===== src/rtl/spi_master_if.sv =====
// Bundles the host-side control/data signals and the SPI pads of spi_master.
// The master modport is the controller's view; slave is the host/bench view.
interface spi_master_if #(
  parameter int MAX_LEN = 128,
  parameter int SS_NB   = 32
);
  logic               go;
  logic [15:0]        divider;
  logic [6:0]         char_len;
  logic               tx_neg;
  logic               rx_neg;
  logic               lsb;
  logic [SS_NB-1:0]   ss;
  logic [MAX_LEN-1:0] tx_data;
  logic [MAX_LEN-1:0] rx_data;
  logic               busy;
  logic               done;
  logic               sclk_pad_o;
  logic               mosi_pad_o;
  logic               miso_pad_i;
  logic [SS_NB-1:0]   ss_pad_o;

  modport master (
    input  go, divider, char_len, tx_neg, rx_neg, lsb, ss, tx_data, miso_pad_i,
    output rx_data, busy, done, sclk_pad_o, mosi_pad_o, ss_pad_o
  );

  modport slave (
    output go, divider, char_len, tx_neg, rx_neg, lsb, ss, tx_data, miso_pad_i,
    input  rx_data, busy, done, sclk_pad_o, mosi_pad_o, ss_pad_o
  );
endinterface


===== src/rtl/spi_master.sv =====
// SPI master: one transfer of 1..MAX_LEN bits per go, programmable sclk divider,
// independent tx/rx edge selection, LSB/MSB first, active-low slave selects.
//
// state | meaning
// IDLE  | waiting for go; pads idle, mosi holds its last value
// XFER  | shifting; ends on the N-th sclk falling edge
module spi_master #(
  parameter int MAX_LEN = 128,
  parameter int SS_NB   = 32
) (
  input  logic         wb_clk_i,
  input  logic         wb_rst_i,
  spi_master_if.master bus
);
  localparam int PW = $clog2(MAX_LEN);
  localparam int CW = $clog2(MAX_LEN + 1);

  typedef enum logic {IDLE, XFER} state_t;

  state_t             state_q, state_d;
  logic [15:0]        div_q, div_cnt;
  logic [CW-1:0]      len_q, fall_cnt, len_in;
  logic               tx_neg_q, rx_neg_q, lsb_q;
  logic [MAX_LEN-1:0] tx_word, rx_acc, rx_acc_nxt, rx_q;
  logic [PW-1:0]      tx_pos, tx_pos_nxt, rx_pos, rx_pos_nxt, first_pos;
  logic               sclk_q, mosi_q, done_q;
  logic [SS_NB-1:0]   ss_pad_q;
  logic               start, tick, rise, fall, last_fall, tx_edge, rx_edge;

  assign len_in    = (bus.char_len == 7'd0) ? CW'(MAX_LEN) : CW'(bus.char_len);
  assign first_pos = bus.lsb ? '0 : PW'(len_in - CW'(1));

  // sclk toggles when the divider down-counter reaches terminal count
  assign tick      = (state_q == XFER) && (div_cnt == 16'd0);
  assign rise      = tick && !sclk_q;
  assign fall      = tick && sclk_q;
  assign last_fall = fall && (fall_cnt == len_q - CW'(1));

  // bit 0 is driven at start, so the first rising edge never shifts mosi
  assign tx_edge    = tx_neg_q ? (fall && !last_fall) : (rise && (fall_cnt != '0));
  assign rx_edge    = rx_neg_q ? fall : rise;
  assign tx_pos_nxt = lsb_q ? tx_pos + PW'(1) : tx_pos - PW'(1);
  assign rx_pos_nxt = lsb_q ? rx_pos + PW'(1) : rx_pos - PW'(1);

  always_comb begin
    rx_acc_nxt = rx_acc;
    if (rx_edge) rx_acc_nxt[rx_pos] = bus.miso_pad_i;
  end

  always_ff @(posedge wb_clk_i) begin
    if (wb_rst_i) state_q <= IDLE;
    else          state_q <= state_d;
  end

  // go coinciding with the done pulse is deliberately refused
  always_comb begin
    state_d = state_q;
    start   = 1'b0;
    case (state_q)
      IDLE: if (bus.go && !done_q) begin
        start   = 1'b1;
        state_d = XFER;
      end
      XFER: if (last_fall) state_d = IDLE;
      default: state_d = IDLE;
    endcase
  end

  always_ff @(posedge wb_clk_i) begin
    if (wb_rst_i) begin
      div_q    <= '0;
      div_cnt  <= '0;
      len_q    <= '0;
      fall_cnt <= '0;
      tx_neg_q <= 1'b0;
      rx_neg_q <= 1'b0;
      lsb_q    <= 1'b0;
      tx_word  <= '0;
      rx_acc   <= '0;
      rx_q     <= '0;
      tx_pos   <= '0;
      rx_pos   <= '0;
      sclk_q   <= 1'b0;
      mosi_q   <= 1'b0;
      done_q   <= 1'b0;
      ss_pad_q <= '1;
    end else begin
      done_q <= last_fall;
      if (start) begin
        div_q    <= bus.divider;
        div_cnt  <= bus.divider;
        len_q    <= len_in;
        fall_cnt <= '0;
        tx_neg_q <= bus.tx_neg;
        rx_neg_q <= bus.rx_neg;
        lsb_q    <= bus.lsb;
        tx_word  <= bus.tx_data;
        tx_pos   <= first_pos;
        rx_pos   <= first_pos;
        rx_acc   <= '0;
        sclk_q   <= 1'b0;
        mosi_q   <= bus.tx_data[first_pos];
        ss_pad_q <= ~bus.ss;
      end else if (state_q == XFER) begin
        if (tick) begin
          sclk_q  <= ~sclk_q;
          div_cnt <= div_q;
          if (fall) fall_cnt <= fall_cnt + CW'(1);
        end else begin
          div_cnt <= div_cnt - 16'd1;
        end
        if (tx_edge) begin
          tx_pos <= tx_pos_nxt;
          mosi_q <= tx_word[tx_pos_nxt];
        end
        if (rx_edge) rx_pos <= rx_pos_nxt;
        rx_acc <= rx_acc_nxt;
        if (last_fall) begin
          rx_q     <= rx_acc_nxt;
          ss_pad_q <= '1;
        end
      end
    end
  end

  assign bus.busy       = (state_q == XFER);
  assign bus.done       = done_q;
  assign bus.sclk_pad_o = sclk_q;
  assign bus.mosi_pad_o = mosi_q;
  assign bus.ss_pad_o   = ss_pad_q;
  assign bus.rx_data    = rx_q;
endmodule


===== src/flat_wrapper.sv =====
// flat-port wrapper written by rule: the top's interface ports become plain ports
module spi_master_flat 
#(
  parameter int MAX_LEN = 128,
  parameter int SS_NB   = 32
)
  (wb_clk_i, wb_rst_i, bus_go, bus_divider, bus_char_len, bus_tx_neg, bus_rx_neg, bus_lsb, bus_ss, bus_tx_data, bus_miso_pad_i, bus_rx_data, bus_busy, bus_done, bus_sclk_pad_o, bus_mosi_pad_o, bus_ss_pad_o);
  spi_master_if #(.MAX_LEN(MAX_LEN), .SS_NB(SS_NB)) bus_i ();
  input  logic wb_clk_i;
  input  logic wb_rst_i;
  input wire logic [$bits(bus_i.go)-1:0] bus_go;
  input wire logic [$bits(bus_i.divider)-1:0] bus_divider;
  input wire logic [$bits(bus_i.char_len)-1:0] bus_char_len;
  input wire logic [$bits(bus_i.tx_neg)-1:0] bus_tx_neg;
  input wire logic [$bits(bus_i.rx_neg)-1:0] bus_rx_neg;
  input wire logic [$bits(bus_i.lsb)-1:0] bus_lsb;
  input wire logic [$bits(bus_i.ss)-1:0] bus_ss;
  input wire logic [$bits(bus_i.tx_data)-1:0] bus_tx_data;
  input wire logic [$bits(bus_i.miso_pad_i)-1:0] bus_miso_pad_i;
  output wire logic [$bits(bus_i.rx_data)-1:0] bus_rx_data;
  output wire logic [$bits(bus_i.busy)-1:0] bus_busy;
  output wire logic [$bits(bus_i.done)-1:0] bus_done;
  output wire logic [$bits(bus_i.sclk_pad_o)-1:0] bus_sclk_pad_o;
  output wire logic [$bits(bus_i.mosi_pad_o)-1:0] bus_mosi_pad_o;
  output wire logic [$bits(bus_i.ss_pad_o)-1:0] bus_ss_pad_o;
  assign bus_i.go = bus_go;
  assign bus_i.divider = bus_divider;
  assign bus_i.char_len = bus_char_len;
  assign bus_i.tx_neg = bus_tx_neg;
  assign bus_i.rx_neg = bus_rx_neg;
  assign bus_i.lsb = bus_lsb;
  assign bus_i.ss = bus_ss;
  assign bus_i.tx_data = bus_tx_data;
  assign bus_i.miso_pad_i = bus_miso_pad_i;
  assign bus_rx_data = bus_i.rx_data;
  assign bus_busy = bus_i.busy;
  assign bus_done = bus_i.done;
  assign bus_sclk_pad_o = bus_i.sclk_pad_o;
  assign bus_mosi_pad_o = bus_i.mosi_pad_o;
  assign bus_ss_pad_o = bus_i.ss_pad_o;
  spi_master #(.MAX_LEN(MAX_LEN), .SS_NB(SS_NB)) u_core (.wb_clk_i(wb_clk_i), .wb_rst_i(wb_rst_i), .bus(bus_i));
endmodule

===== config.mk =====
export PLATFORM = sky130hd
export DESIGN_NAME = spi_master_flat
export DESIGN_NICKNAME = d
export VERILOG_FILES = /design/src/rtl/spi_master_if.sv /design/src/rtl/spi_master.sv /design/src/flat_wrapper.sv
export SDC_FILE = /design/constraint.sdc
export NUM_CORES = 1
export LEC_CHECK = 0
export CAP_MARGIN = 25
export CORE_MARGIN = 3
export CORE_UTILIZATION = 54
export DETAILED_ROUTE_END_ITERATION = 16
export GPL_TIMING_DRIVEN = 0
export PLACE_DENSITY = 0.9
export SYNTH_ARGS = -nofsm -noshare
export SYNTH_HDL_FRONTEND = slang
export SYNTH_SLANG_ARGS = --single-unit

===== constraint.sdc =====
create_clock -name wb_clk_i -period 4.35 [get_ports wb_clk_i]
set_input_delay 0.6525 -clock wb_clk_i [delete_from_list [all_inputs] [get_ports wb_clk_i]]
set_output_delay 0.6525 -clock wb_clk_i [all_outputs]
set_load 0.005 [all_outputs]

Word-level counts from Yosys, hierarchy flattened. Index checks and enable logic that the tools add are counted.

Magnitude comparators: 4. Eq/ne operators: 1. Reduce and logical (&&, ||, !) cells: 25. Multiply operators: 0. $add $sub $neg: 8. Divide/modulo/power cells: 0. Shifts and indexed selects: 0. Bitwise gates (word level): 4. Muxes and demuxes: 33.

Operator list (count): $bwmux W128 (1); $mux W128 (1); $mux W32 (3); $mux W7 (9); $mux W16 (3); $not A32 Y32 (1); $lt A7 B8 Y1 const B (3); $sub A7 B1 Y7 const B (3); $logic_not A16 Y1 (1); $sub A16 B1 Y16 const B (1); $add A7 B1 Y7 const B (2); $bmux W1 S7 (2); $mux W1 (11); $add A8 B1 Y8 const B (1); $eq A8 B8 Y1 (1); $logic_and A1 B1 Y1 (8); $mux W8 (1); $reduce_and A2 Y1 (4); $reduce_bool A2 Y1 (4); $reduce_bool A8 Y1 (1); $sub A8 B1 Y8 const B (1); $demux W1 S7 (1); $ge A7 B1 Y1 const B (1); $logic_not A7 Y1 (1); 5 further kinds (10).

Bits in registers: 485. Latch bits: 0. Output and inout bits: 164. Word-level logic and storage cells: 92. Bits in writable memories: 0. Memories kept: 0. Input port bits: 190. Memory bits (read-only): 0.

Longest topological paths before layout.
Word-level depth: 10. Mapped depth: 15. Mapped depth without buffers: 11.

Worst setup path after synthesis. No wires, ideal clock.

Kind: register -> register. From: register u_core.tx_pos[0]. To: register u_core.mosi_q (netlist: u_core.bus.mosi_pad_o). Path buffers: 4. Path slack: 0.860 ns. Clock period less this slack: 3.490 ns. Data required time: 4.225 ns. Library setup time: 0.125 ns. Stages on the path, launching flop included: 14. Data arrival time: 3.364 ns. Cells stage by stage: dfxtp_1 > buf_2 > buf_2 > inv_1 > fa_1 > clkbuf_1 > clkbuf_1 > mux4_2 > mux4_1 > mux2i_1 > mux2i_1 > mux2i_1 > o221a_1 > o21ai_2.

Longest elaborated chain between the ends: 7. Elaborated cells on any way between the ends: 8. Those cells by class: add/sub (2); mux (6).

Ends and longest elaborated chain: start: declaration (RTL line spi_master.sv:25) `logic [PW-1:0] tx_pos, tx_pos_nxt, rx_pos, rx_pos_nxt, first_pos;`; start signal: assignment (RTL line spi_master.sv:98) `tx_pos <= first_pos;`; start signal: assignment (RTL line spi_master.sv:113) `tx_pos <= tx_pos_nxt;`; $sub A7 B1 Y7 or $add A7 B1 Y7 (tied branches) (RTL line spi_master.sv:42) `assign tx_pos_nxt = lsb_q ? tx_pos + PW'(1) : tx_pos - PW'(1);`; $mux W7 (*) (RTL line spi_master.sv:42); $bmux W1 S7 (*) (RTL line spi_master.sv:114) `mosi_q <= tx_word[tx_pos_nxt];`; $mux W1 (implied by the code) (*) (RTL line spi_master.sv:114); $mux W1 (*) (RTL line spi_master.sv:112) `if (tx_edge) begin`; $mux W1 (*) (RTL line spi_master.sv:104) `end else if (state_q == XFER) begin`; $mux W1 (*) (RTL line spi_master.sv:89) `if (start) begin`; end signal: assignment (RTL line spi_master.sv:102) `mosi_q <= bus.tx_data[first_pos];`; end signal: assignment (RTL line spi_master.sv:114); end: declaration (RTL line spi_master.sv:26) `logic sclk_q, mosi_q, done_q;`.

Mark *: on every way between the ends. The rest lies on a longest branch, timed or not. The select of a mux whose other input is x is not followed. A chain may end at the register's enable or synchronous reset.

Worst setup path in the final report.
From: input port bus_char_len[0]. To: register u_core.mosi_q (netlist: u_core.bus.mosi_pad_o).

Longest elaborated chain between the ends: 7.

Ends and longest elaborated chain: start: declaration (RTL line flat_wrapper.sv:13) `input wire logic [$bits(bus_i.char_len)-1:0] bus_char_len;`; $logic_not A7 Y1 (RTL line spi_master.sv:30) `assign len_in = (bus.char_len == 7'd0) ? CW'(MAX_LEN) : CW'(bus.char_len);`; $mux W8 (*) (RTL line spi_master.sv:30); $sub A7 B1 Y7 (*) (RTL line spi_master.sv:31) `assign first_pos = bus.lsb ? '0 : PW'(len_in - CW'(1));`; $mux W7 (*) (RTL line spi_master.sv:31); $bmux W1 S7 (*) (RTL line spi_master.sv:102); $mux W1 (implied by the code) (*) (RTL line spi_master.sv:102); $mux W1 (*) (RTL line spi_master.sv:89).

Marks and branches as above.

==> out/results.txt <==
Startpoint-to-endpoint class of the critical path = in2reg
Number of cells in the finished layout apart from fillers = 3436
Power share of the sequential group = 44.2%
Critical path arrival = 4.73 ns
Hold Crit Depth = 3
Endpoints failing setup = 0
Flop2flop setup slack = 0.14 ns
Fraction of layout cells with a size suffix above 1 = 6.84%
Dominant cell type by area after synthesis = sky130_fd_sc_hd__dfxtp_1
Vias/cell = 6.06
Most frequent standard cell in the layout excluding fill and tap cells = sky130_fd_sc_hd__dfxtp_1
Core Footprint = 0.0382 mm²
Delay of the slowest critical-path stage = 0.56 ns
Initial DRC count = 2208
Seq cells post-synth = 485
Category of the worst setup path launch point = input pin
Buffers from clock root to sink, at most = 3
Number of antenna violations at the first check in global routing = 2
Initial core utilization = 55.5%
Nets = 3094
Tcrit/Tclk final = 97.0%
YS warnings = 0
Overall die area = 0.0417 mm²
Clock network power share = 42.0%
Antenna-violating nets left = 0
Wire length of the first global-routing pass = 111000 µm
Number of sinks driven by the clock tree = 485
Switching power summed over all nets = 2.76 mW
R2R depth = 13
Clock edge transition at the registers on the reported setup and hold paths = 0.06 ns
Synthesized netlist net count = 2693
Async set-reset flop share out of synthesis = 0%
Leak = 9.55 nW
Time the worst path needs with I/O delays and setup = 4.22 ns
Kind of path behind the tightest hold check = in2reg
Cell Pwr Density = 389 mW/mm²
Max rail drop VDD = 0.000297 V
Minimum setup slack in the final design = 0.131 ns
Max FO, Critical Path = 10
WHS = 0.395 ns
# placed instances = 3346
Post-Synthesis Cells = 2485
Netlist area before placement = 0.0212 mm²
Internal power of the cells = 7.79 mW
Setup repair after global routing missed its margin = no
1st-pass router iterations = 6
Share of Yosys cell area claimed by the top area cell type = 45.8%
Remaining max-slew budget at the tightest pin = 29.5%
Placement row count = 71
Post-DP HPWL = 52500 µm
FILL cells = 2745
Number of synthesized flops with an enable pin = 0
Post-Synthesis Mean Instance Area = 8.53 µm²
Top library cells by usage in the layout, fill and taps aside = sky130_fd_sc_hd__dfxtp_1, sky130_fd_sc_hd__nor2_1, sky130_fd_sc_hd__nand2_1
Source-to-sink clock delay at the later pin of the worst-skew pair = 0.61 ns
Required time reported for the critical path endpoint = 4.86 ns
Worst Hold Launch = bus_char_len[3]
WL/cell = 21.3 µm
Post-synthesis sequential area ratio = 45.8%
Pre-CTS setup slack = -0.477 ns
Most common flop cell mapped by yosys = sky130_fd_sc_hd__dfxtp_1
IO Pins = 354
Number of buffers added on ports = 349
Die Width = 204 µm
Combinational share of power = 13.8%
Highest clock rate = 237 MHz
Total track usage = 33.8%
R2R Path End = u_core.bus.mosi_pad_o
Most repeated library cell on the critical path = sky130_fd_sc_hd__buf_2
CTS tree = yes
Final Slew Violations = 0
Worst Skew = 0.0233 ns
Final wirelength = 73300 µm
H-tree depth = 2
Number of clock buffers inserted by TritonCTS = 48
Maximum number of pins on one net before global-route repair = 15
Layout area overhead = 27.8%
CTS Root Cell = sky130_fd_sc_hd__clkbuf_16
Critical Path Slowest Stage Cell = sky130_fd_sc_hd__clkbuf_1
Routability congestion estimate = 0.978
Library cells used by synthesis = 74
Run status = finished, final reports clean
Worst Setup End Kind = flop
Switching share of power = 26.2%
Final global-route overflow total = 0
Total chip power = 10.5 mW
Slew at the pin closest to its max-slew limit = 1.05 ns
Die Ht = 204 µm
Number of design rule violations left after detail routing = 0
Synth top area cells = sky130_fd_sc_hd__dfxtp_1, sky130_fd_sc_hd__nor2_1, sky130_fd_sc_hd__mux2i_1, sky130_fd_sc_hd__nand2_1, sky130_fd_sc_hd__a21oi_1
Hold Path End = u_core.len_q[3]
Via count = 20800
R2R Path Start = u_core.tx_pos[0]
MaxCap Viol Count = 0
CP Cell Sequence = clkdlybuf4s50_1 -> buf_2 -> inv_1 -> ha_1 -> buf_2 -> nor4b_4 -> a21oi_1 -> buf_2 -> clkbuf_1 -> o221ai_1 -> nand3_1 -> o21ai_0 -> nor4_1 -> a22oi_1 -> o221a_1 -> o21ai_2
Final Hold Viols = 0
Number of global-route vias before repair = 20800
==> synth_stat cells, drive strengths merged, types with 4 or more instances <==
master / count
a211oi: 141
a21o: 8
a21oi: 230
a31oi: 10
and2: 4
and3: 6
buf: 58
clkbuf: 140
dfxtp: 485
ha: 16
inv: 16
mux2: 4
mux2i: 170
mux4: 43
nand2: 424
nand2b: 9
nand3: 36
nand4: 13
nor2: 467
nor2b: 9
nor3: 22
nor3b: 5
nor4: 8
o211ai: 5
o21ai: 35
o21bai: 4
o221ai: 18
o31ai: 4
or2: 5
xnor2: 26
xor2: 19
==> power by group through the flow <==
| stage | sequential (mW) | combinational [mW] | clock (mW) |
|---|---|---|---|
| 2_1_floorplan | 4.73 | 0.814 | 0 |
| 3_3_place_gp | 4.74 | 1.34 | 0 |
| 3_5_place_dp | 4.75 | 1.39 | 0 |
| 4_1_cts | 4.65 | 1.40 | 4.44 |
| 5_1_grt | 4.67 | 1.53 | 4.62 |
| 6_report | 4.66 | 1.46 | 4.43 |
==> routing by layer <==
layer	global-route usage [%]	wire [µm]	up-vias
met5	0	0	-
met4	19.9	4680	0
met3	8.70	8810	343
met2	55.5	33600	1422
met1	40.1	26200	9735
li1	-	-	9338
==> critical path, delay by kind of cell <==
kind	cells	cell delay [ns]
AOI/OAI and AO/OA	6	1.13
buffers and inverters	6	2.15
and+or+nand+nor	3	0.58
adders and majority gates	1	0.21
==> metrics by stage <==
| stage | area [µm²] | util (%) | setup TNS [ns] |
|---|---|---|---|
| after floorplan | 21200 | - | 0 |
| after global placement | 25300 | 66.3 | -0.429 |
| after detailed placement | 25300 | 66.4 | -0.477 |
| after CTS | 27100 | 70.8 | 0 |
| after global routing | 27100 | 70.9 | 0 |
| final | 27100 | 70.9 | 0 |
==> cells by family after synthesis <==
family / synth area share [%]
buffers and inverters: 4.14
AOI/OAI and AO/OA: 14.2
xor gates and xnor gates: 1.86
adders and majority gates: 1.13
and+or+nand+nor: 20.0
muxes: 12.8
DFF: 45.8
==> worst max-delay path by stage <==
| stage | start | endpoint | slack (ns) | cells after the start |
|---|---|---|---|---|
| 6_report | bus_char_len[0] | u_core.bus.mosi_pad_o | 0.13 | 16 |
| 5_1_grt | u_core.tx_pos[0] | u_core.bus.mosi_pad_o | 0.02 | 13 |
| 4_1_cts | u_core.tx_pos[0] | u_core.bus.mosi_pad_o | 0.09 | 13 |
| 3_5_place_dp | u_core.tx_pos[0] | u_core.bus.mosi_pad_o | -0.48 | 13 |
| 3_3_place_gp | bus_char_len[0] | u_core.bus.mosi_pad_o | -0.43 | 14 |
| 2_1_floorplan | u_core.tx_pos[0] | u_core.bus.mosi_pad_o | 0.86 | 13 |
==> timing repair <==
| action | 4_1_cts | 5_1_grt |
|---|---|---|
| buffers inserted | 0 | 0 |
| hold buffers | 0 | 0 |
| hold endpoints to repair | 0 | 0 |
| endpoints found under the setup margin | 1 | 1 |
| gates resized for setup | 5 | 6 |
==> state kept, by name, summed over array words and instances, names as in the netlist <==
name	cells
u_core.tx_pos	7
u_core.lsb_q	1
u_core.len_q	8
u_core.bus.ss_pad_o	32
u_core.rx_acc	128
u_core.div_q	16
u_core.bus.done	1
u_core.div_cnt	16
u_core.bus.busy	1
u_core.fall_cnt	8
u_core.bus.rx_data	128
u_core.rx_neg_q	1
u_core.tx_neg_q	1
u_core.tx_word	128
u_core.bus.sclk_pad_o	1
u_core.bus.mosi_pad_o	1
u_core.rx_pos	7
==> area by class of cell <==
| cell class | instances | area (µm²) | share of cell area, % |
|---|---|---|---|
| antenna | 2 | 5.00 | 0.0185 |
| timing repair buffer | 351 | 3510 | 13.0 |
| sequential | 485 | 9710 | 35.9 |
| clock buffer | 67 | 1400 | 5.19 |
| tap | 511 | 639 | 2.36 |
| inverter | 16 | 60.1 | 0.222 |
| multi-input combinational | 1786 | 10600 | 39.2 |
| buffer | 198 | 831 | 3.07 |
| clock inverter | 20 | 299 | 1.10 |
Note: power is estimated with default switching activity, not from simulation.
